File: src/rtl/fifo_wr_arbiter.sv
// Round-robin arbiter that shares one FIFO write port among NUM_REQ valid/ready producers.
// A grant is held until a last beat or MAX_BURST beats, so packets reach the FIFO contiguously.
module fifo_wr_arbiter #(
  parameter int NUM_REQ    = 4,
  parameter int DATA_WIDTH = 8,
  parameter int MAX_BURST  = 8,
  localparam int ID_W      = (NUM_REQ > 1) ? $clog2(NUM_REQ) : 1,
  localparam int CNT_W     = $clog2(MAX_BURST + 1)
) (
  input  logic                          clk,
  input  logic                          rst,
  input  logic [NUM_REQ-1:0]            req_valid,
  input  logic [NUM_REQ-1:0]            req_last,
  input  logic [NUM_REQ*DATA_WIDTH-1:0] req_data,
  output logic [NUM_REQ-1:0]            req_ready,
  input  logic                          fifo_full,
  output logic                          fifo_insert,
  output logic [DATA_WIDTH-1:0]         fifo_entry,
  output logic [ID_W-1:0]               grant_id,
  output logic                          busy
);

  typedef enum logic [0:0] {
    ST_IDLE  = 1'b0,
    ST_GRANT = 1'b1
  } state_t;

  state_t                state_r;
  logic [ID_W-1:0]       rr_ptr_r;
  logic [ID_W-1:0]       owner_r;
  logic [CNT_W-1:0]      beat_cnt_r;
  logic [DATA_WIDTH-1:0] entry_r;

  logic [DATA_WIDTH-1:0] data_arr_s [NUM_REQ];
  logic [ID_W-1:0]       pick_s;
  logic [ID_W-1:0]       idx_s;
  logic                  found_s;
  logic                  hit_s;
  logic                  xfer_s;
  logic                  release_s;
  int                    idx_v;

  for (genvar g = 0; g < NUM_REQ; g++) begin : g_unpack
    assign data_arr_s[g] = req_data[g*DATA_WIDTH +: DATA_WIDTH];
  end

  // Rotating-priority search: first valid requester at rr_ptr, rr_ptr+1, ... modulo NUM_REQ
  always_comb begin
    pick_s  = {ID_W{1'b0}};
    found_s = 1'b0;
    hit_s   = 1'b0;
    idx_s   = {ID_W{1'b0}};
    idx_v   = 0;
    for (int i = 0; i < NUM_REQ; i++) begin
      idx_v   = (int'(rr_ptr_r) + i) % NUM_REQ;
      idx_s   = ID_W'(idx_v);
      hit_s   = !found_s && req_valid[idx_s];
      pick_s  = hit_s ? idx_s : pick_s;
      found_s = found_s | hit_s;
    end
  end

  // A stalled owner or a full FIFO simply freezes the burst; both are absorbed by xfer_s
  assign xfer_s      = (state_r == ST_GRANT) && req_valid[owner_r] && !fifo_full;
  assign release_s   = xfer_s && (req_last[owner_r] || (beat_cnt_r == CNT_W'(MAX_BURST - 1)));
  assign fifo_insert = xfer_s;
  assign fifo_entry  = xfer_s ? data_arr_s[owner_r] : entry_r;
  assign busy        = (state_r == ST_GRANT);
  assign grant_id    = owner_r;

  // Ready goes only to the current owner, and only while the FIFO can accept
  always_comb begin
    req_ready = {NUM_REQ{1'b0}};
    if ((state_r == ST_GRANT) && !fifo_full) begin
      req_ready[owner_r] = 1'b1;
    end else begin
      req_ready = {NUM_REQ{1'b0}};
    end
  end

  // Arbitration FSM, burst beat counter and last-written-data hold register
  always_ff @(posedge clk or posedge rst) begin
    if (rst) begin
      state_r    <= ST_IDLE;
      rr_ptr_r   <= {ID_W{1'b0}};
      owner_r    <= {ID_W{1'b0}};
      beat_cnt_r <= {CNT_W{1'b0}};
      entry_r    <= {DATA_WIDTH{1'b0}};
    end else begin
      case (state_r)
        ST_IDLE: begin
          if (found_s) begin
            owner_r    <= pick_s;
            beat_cnt_r <= {CNT_W{1'b0}};
            state_r    <= ST_GRANT;
          end
        end
        ST_GRANT: begin
          if (xfer_s) begin
            entry_r    <= data_arr_s[owner_r];
            beat_cnt_r <= beat_cnt_r + CNT_W'(1);
          end
          if (release_s) begin
            state_r  <= ST_IDLE;
            rr_ptr_r <= (owner_r == ID_W'(NUM_REQ - 1)) ? {ID_W{1'b0}} : owner_r + ID_W'(1);
          end
        end
        default: begin
          state_r <= ST_IDLE;
        end
      endcase
    end
  end

endmodule
File: config.mk
export PLATFORM = sky130hd
export DESIGN_NAME = fifo_wr_arbiter
export DESIGN_NICKNAME = d
export VERILOG_FILES = /design/src/rtl/fifo_wr_arbiter.sv
export SDC_FILE = /design/constraint.sdc
export NUM_CORES = 1
export LEC_CHECK = 0
export BUFFER_PORTS_ARGS = -buffer_cell sky130_fd_sc_hd__buf_4
export CAP_MARGIN = 0
export CORE_MARGIN = 8
export CORE_UTILIZATION = 25
export CTS_BUF_LIST = sky130_fd_sc_hd__clkbuf_16
export DETAILED_ROUTE_END_ITERATION = 12
export PLACE_DENSITY = 0.49
export SLEW_MARGIN = 25
export SYNTH_ARGS = -nofsm -noshare
export SYNTH_HDL_FRONTEND = slang
export SYNTH_SLANG_ARGS = --single-unit
File: constraint.sdc
create_clock -name clk -period 1.98 [get_ports clk]
set_input_delay 0.099 -clock clk [delete_from_list [all_inputs] [get_ports clk]]
set_output_delay 0.099 -clock clk [all_outputs]
set_load 0.05 [all_outputs]
== Word-level counts from Yosys, hierarchy flattened ==
Cells that the tools add are included.
Storage, ports and cells
  register bits: 17
  input port bits: 43
  output and inout port bits: 16
  logic and storage cells: 72
Operators by class
  add/sub/neg operators: 5
  order comparisons: 7
  eq/ne operators: 4
  muxes and demuxes: 30
  bitwise operators: 5
  reduce and logical (&&, ||, !) cells: 16
Operator list (number)
  $mux 8: 3
  $bmux 8 s2: 1
  $lt 2x3->1 const B: 5
  $bmux 1 s2: 6
  $mux 4: 3
  $mux 2: 5
  $mux 1: 9
  $logic_and 1x1->1: 8
  $pmux 4 s2: 1
  $reduce_and 2->1: 3
  $add 2x1->2 const B: 2
  $add 2x2->2 const B: 2
  $add 4x1->4 const B: 1
  $eq 4x3->1 const B: 1
  $logic_not 1->1: 4
  $ge 3x3->1 const B: 1
  $not 2->3: 1
  $or 1x1->1: 3
  $demux 1 s2: 1
  $eq 2x2->1 const B: 1
  $ge 2x1->1 const B: 1
  $ne 2x1->1 const B: 1
  $ne 2x2->1 const B: 1
  $pmux 1 s2: 1
  other kinds (2): 2

== Logic depth before layout (Yosys ltp) ==
  word-level depth: 13
  mapped depth: 6
  mapped depth without buffers: 5

== Worst setup path before layout ==
OpenSTA, ideal clock, no wires.
  kind: reg-to-output
  from: register owner_r[0] (netlist: grant_id[0])
  to: output port fifo_entry[0]
  arrival time: 2.118 ns
  data required time: 1.881 ns
  setup slack: -0.237 ns
  stages on the path, launching flop included: 7
  buffers on the path: 1
  cell sequence: dfrtp_1 mux4_2 nand2_4 inv_4 buf_4 nand2_1 nand2_1
Between the ends
  word-level cells in the longest chain between the ends: 5
  elaborated cells on any way between the ends: 9
  those cells by class: 6 x mux; 1 x bitwise; 2 x reduce/logical
RTL lines
  start, declared: line 30  | logic [ID_W-1:0] owner_r;
  start signal, assigned: line 86  | owner_r <= {ID_W{1'b0}};
  start signal, assigned: line 93  | owner_r <= pick_s;
  $bmux 1 s2: line 64  | assign xfer_s = (state_r == ST_GRANT) && req_valid[owner_r] && !fifo_full;
  $mux 1 (not written as such): line 64
  $logic_and 1x1->1 (2 in series): line 64
  named net fifo_insert: line 17  | output logic fifo_insert,
  $mux 8
  end, declared: line 18  | output logic [DATA_WIDTH-1:0] fifo_entry,
The timed path passes the listed nets, and every way through them passes these cells. The select of a mux whose other input is x is not followed.

== Final worst setup path ==
  from: register owner_r[0] (netlist: grant_id[0])
  to: output port fifo_entry[6]
Between the ends
  word-level cells in the longest chain between the ends: 5
  elaborated cells on any way between the ends: 9
  those cells by class: 6 x mux; 1 x bitwise; 2 x reduce/logical
RTL lines (line)
  $not 2->3 (not written as such) or $bmux 1 s2 (tied branches): 67, 64
  $bmux 8 s2 or $mux 1 (tied branches): 67, 64
  $mux 8 (not written as such) or $logic_and 1x1->1 (tied branches) (2 in series): 67, 64
  $mux 8 (*)
Mark *: on every way between the ends. The rest lies on a longest branch, timed or not. The select of a mux whose other input is x is not followed.

==> results.md <==
- Number of diodes: 0
- Routed Antenna Nets: 0
- Routability Congestion: 0.7182
- Slew @ Worst Pin: 649.1 ps
- Largest family of logic cells by synthesized area: multiplexers
- Yosys warns: 0
- Critical path class: register to primary output
- RSZ-0062 raised after global routing: false
- CP required: 1880 ps
- Synth Cell Area: 1152 sq um
- Crit Path Max Fanout: 13
- Layout area overhead: 53.42%
- Distinct cell type count after synthesis: 33
- DRC errors left: 0
- Grt met3 use: 0.02344
- CP max-delay cell: mux4_2
- HPWL Detailed: 2864 um
- Final Hold Fails: 0
- Initial Util: 0.2628
- GR Util All Layers: 0.09966
- Relative slew slack: 0.5668
- Leading area contributor after synthesis: dfrtp_1
- CP startpoint kind: register
- Clock Tree Buf Depth: 2
- Net count reported at finish: 224
- Die Footprint: 7038 sq um
- Vias post-DR: 1066
- XOR/XNOR Fraction of Synth Area: 0.007600
- Routing usage on met1: 0.1034
- Number of global-route vias before repair: 1221
- Final setup vio count: 0
- Mapped Nets: 162
- Avg Inst Size Synth: 10.11 sq um
- Crit path time final: 1897 ps
- Max-slew violations: 0
- Clock slew at reported path FFs: 50 ps
- Port buffer count: 58
- Largest net degree at the start of global routing: 18
- Setup slack after layout: 82.85 ps
- Max Fclk: 527.1 MHz
- Clk_lat worst skew: 240 ps
- Htree depth: 1
- Status: finished clean
- Synth async-reset ratio: 1.000
- Pint: 1.435 mW
- Root buffer cell: clkbuf_16
- Clock power frac: 0.146
- CTS tree: built
- CP Capture Type: primary output
- Global route overflow: 0
- Initial DRC Count: 32
- Initial antenna violation count: 0
- RR Startpoint: grant_id[0]
- Cell Rows: 24
- Synth area leaders: dfrtp_1 37%, mux4_2 18%, nand2_1 13%
- I/O pins: 59
- Synth Area in Simple Gates: 0.2150
- Post-synthesis compound-gate area fraction: 0.06080
- Avg Vias per Cell: 4.696
- Dpl cell area: 1669 sq um
- Met2 Track Usage GR: 0.1895
- Critical path cell sequence: mux4_2, nand2_4, inv_4, nand2_1, nand2_2, buf_4
- Clock Skews: 1.231 ps
- Postcts setup bufs: 0
- HP Start: req_valid[3]
- Hold_ws: 186.8 ps
- Seq cells post-synth: 17
- Global-route wire length before repair: 5865 um
- Net Switching: 1.311 mW
- Leak: 0.9166 nW
- DP Worst Slack: 261.1 ps
- Top FF cell, synth: dfrtp_1
- Worst Hold Class: input pin to register
- Crit path from: grant_id[0]
- CP max stage delay: 550 ps
- Synth Instances: 114
- Comb pwr share: 0.636
- CTS sink count: 17
- TNS Setup: 0 ps
- Routed WL: 3489 um
- Design area: 1768 sq um
- CTS Buf Count: 3
- Core outline area: 4384 sq um
- PwrDens: 1553 nW/um^2
- Top cells by count, synth: 40 x nand2_1, 17 x dfrtp_1, 9 x mux4_2
- Avg WL per Cell: 15.37 um
- Max-Cap Viols: 0
- First drt pass iteration count: 4
- CP arrival: 1800 ps
- Sequential area share after synthesis: 0.3692
- EDFF count, synth: 0
- Count leader, synth: nand2_1
- Worst IR drop on VDD: 528.8 uV
- Sw Ratio: 0.4775
- Final Cycle Share: 0.9582
- Die Height: 83.89 um
- Die Width: 83.89 um
- Synth top area share: 0.3692
- Share of cells above drive strength 1: 0.5086
- Gr busiest metal: met2
- Register share of total power: 0.218
- Proportion of synthesized area in mux cells: 0.2508
- Fill count: 451
- Tot Pwr: 2.746 mW
- Area share of fa/ha/maj cells after synthesis: 0.05429
==> worst max-delay path: cells and delay by family (launching register included) <==
kind / cells / cell delay, ps
AND/OR/NAND/NOR: 3 / 330
buffers and inverters: 2 / 280
multiplexers: 1 / 550
flip-flops: 1 / 400
==> flip-flops by register name, indices dropped and copies added, names as in the netlist <==
signal,flops
rr_ptr_r,2
busy,1
grant_id,2
entry_r,8
beat_cnt_r,4
==> path summary, 6_finish.rpt <==
| path | to | slack [ps] | cells past startpoint |
|---|---|---|---|
| max | fifo_entry[6] | 80 | 6 |
| min | grant_id[1] | 190 | 3 |
| max reg2reg | rr_ptr_r[0] | 230 | 4 |
| min reg2reg | entry_r[4] | 480 | 2 |
| max in group asynchronous | grant_id[0] | 1020 | 3 |
| min in group asynchronous | entry_r[6] | 510 | 3 |
==> cells in the final DEF, fill, tap and decap left out, types with 2 or more instances in the layout <==
| cell type | netlist | layout |
|---|---|---|
| dfrtp_1 | 17 | 16 |
| mux2i_1 | 3 | 3 |
| mux2_4 | 2 | 2 |
| and2_1 | 4 | 4 |
| a21oi_1 | 2 | 2 |
| ha_1 | 5 | 5 |
| nand2_2 | 0 | 9 |
| buf_4 | 1 | 59 |
| nand2_1 | 40 | 31 |
| inv_1 | 6 | 6 |
| o21ai_1 | 3 | 3 |
| clkbuf_16 | 0 | 3 |
| mux4_2 | 9 | 9 |
==> power by group through the flow <==
| stage | combinational, mW | sequential [mW] | clock (mW) |
|---|---|---|---|
| after global placement | 1.73 | 0.600 | 0 |
| after global routing | 1.88 | 0.621 | 0.430 |
| after CTS | 1.77 | 0.599 | 0.400 |
| after detailed placement | 1.76 | 0.602 | 0 |
| after floorplan | 1.18 | 0.683 | 0 |
| final | 1.75 | 0.599 | 0.401 |
==> stage by stage <==
| step | instances | utilization |
|---|---|---|
| floorplan | 114 | - |
| global placement | 222 | 0.3807 |
| detailed placement | 222 | 0.3807 |
| CTS | 227 | 0.4013 |
| global route | 227 | 0.4033 |
| finish | 227 | 0.4033 |
==> routing by layer <==
| layer | share of wire | wire length (um) |
|---|---|---|
| met2 | 0.57 | 1994 |
| met5 | 0 | 0 |
| met3 | 0.034 | 120 |
| met1 | 0.38 | 1332 |
| met4 | 0.012 | 42 |
==> kinds of logic (layout without fill, tap and decap cells) <==
logic type / Yosys count / in the layout
buffers and inverters: 11 / 72
XOR/XNOR: 1 / 1
AO/OA/AOI/OAI: 11 / 11
AND/OR/NAND/NOR: 54 / 54
adder cells (fa/ha/maj): 5 / 5
flip-flops: 17 / 17
multiplexers: 15 / 15
==> repair_timing <==
item	CTS	global route
hold buffers	1	0
endpoints found under the hold margin	17	0
gates resized for setup	0	3
setup endpoints to repair	0	8
==> layout make-up <==
class	instances	area [sq um]	share of cell area
Inverter	7	28.78	0.01628
Clock buffer	3	75.07	0.04246
Clock inverter	1	5.005	0.002831
Tap cell	52	65.06	0.03680
Timing Repair Buffer	61	464.2	0.2626
Multi-Input combinational cell	86	703.2	0.3977
Sequential cell	17	426.7	0.2413
No activity file was read; power rests on OpenSTA's default activity.
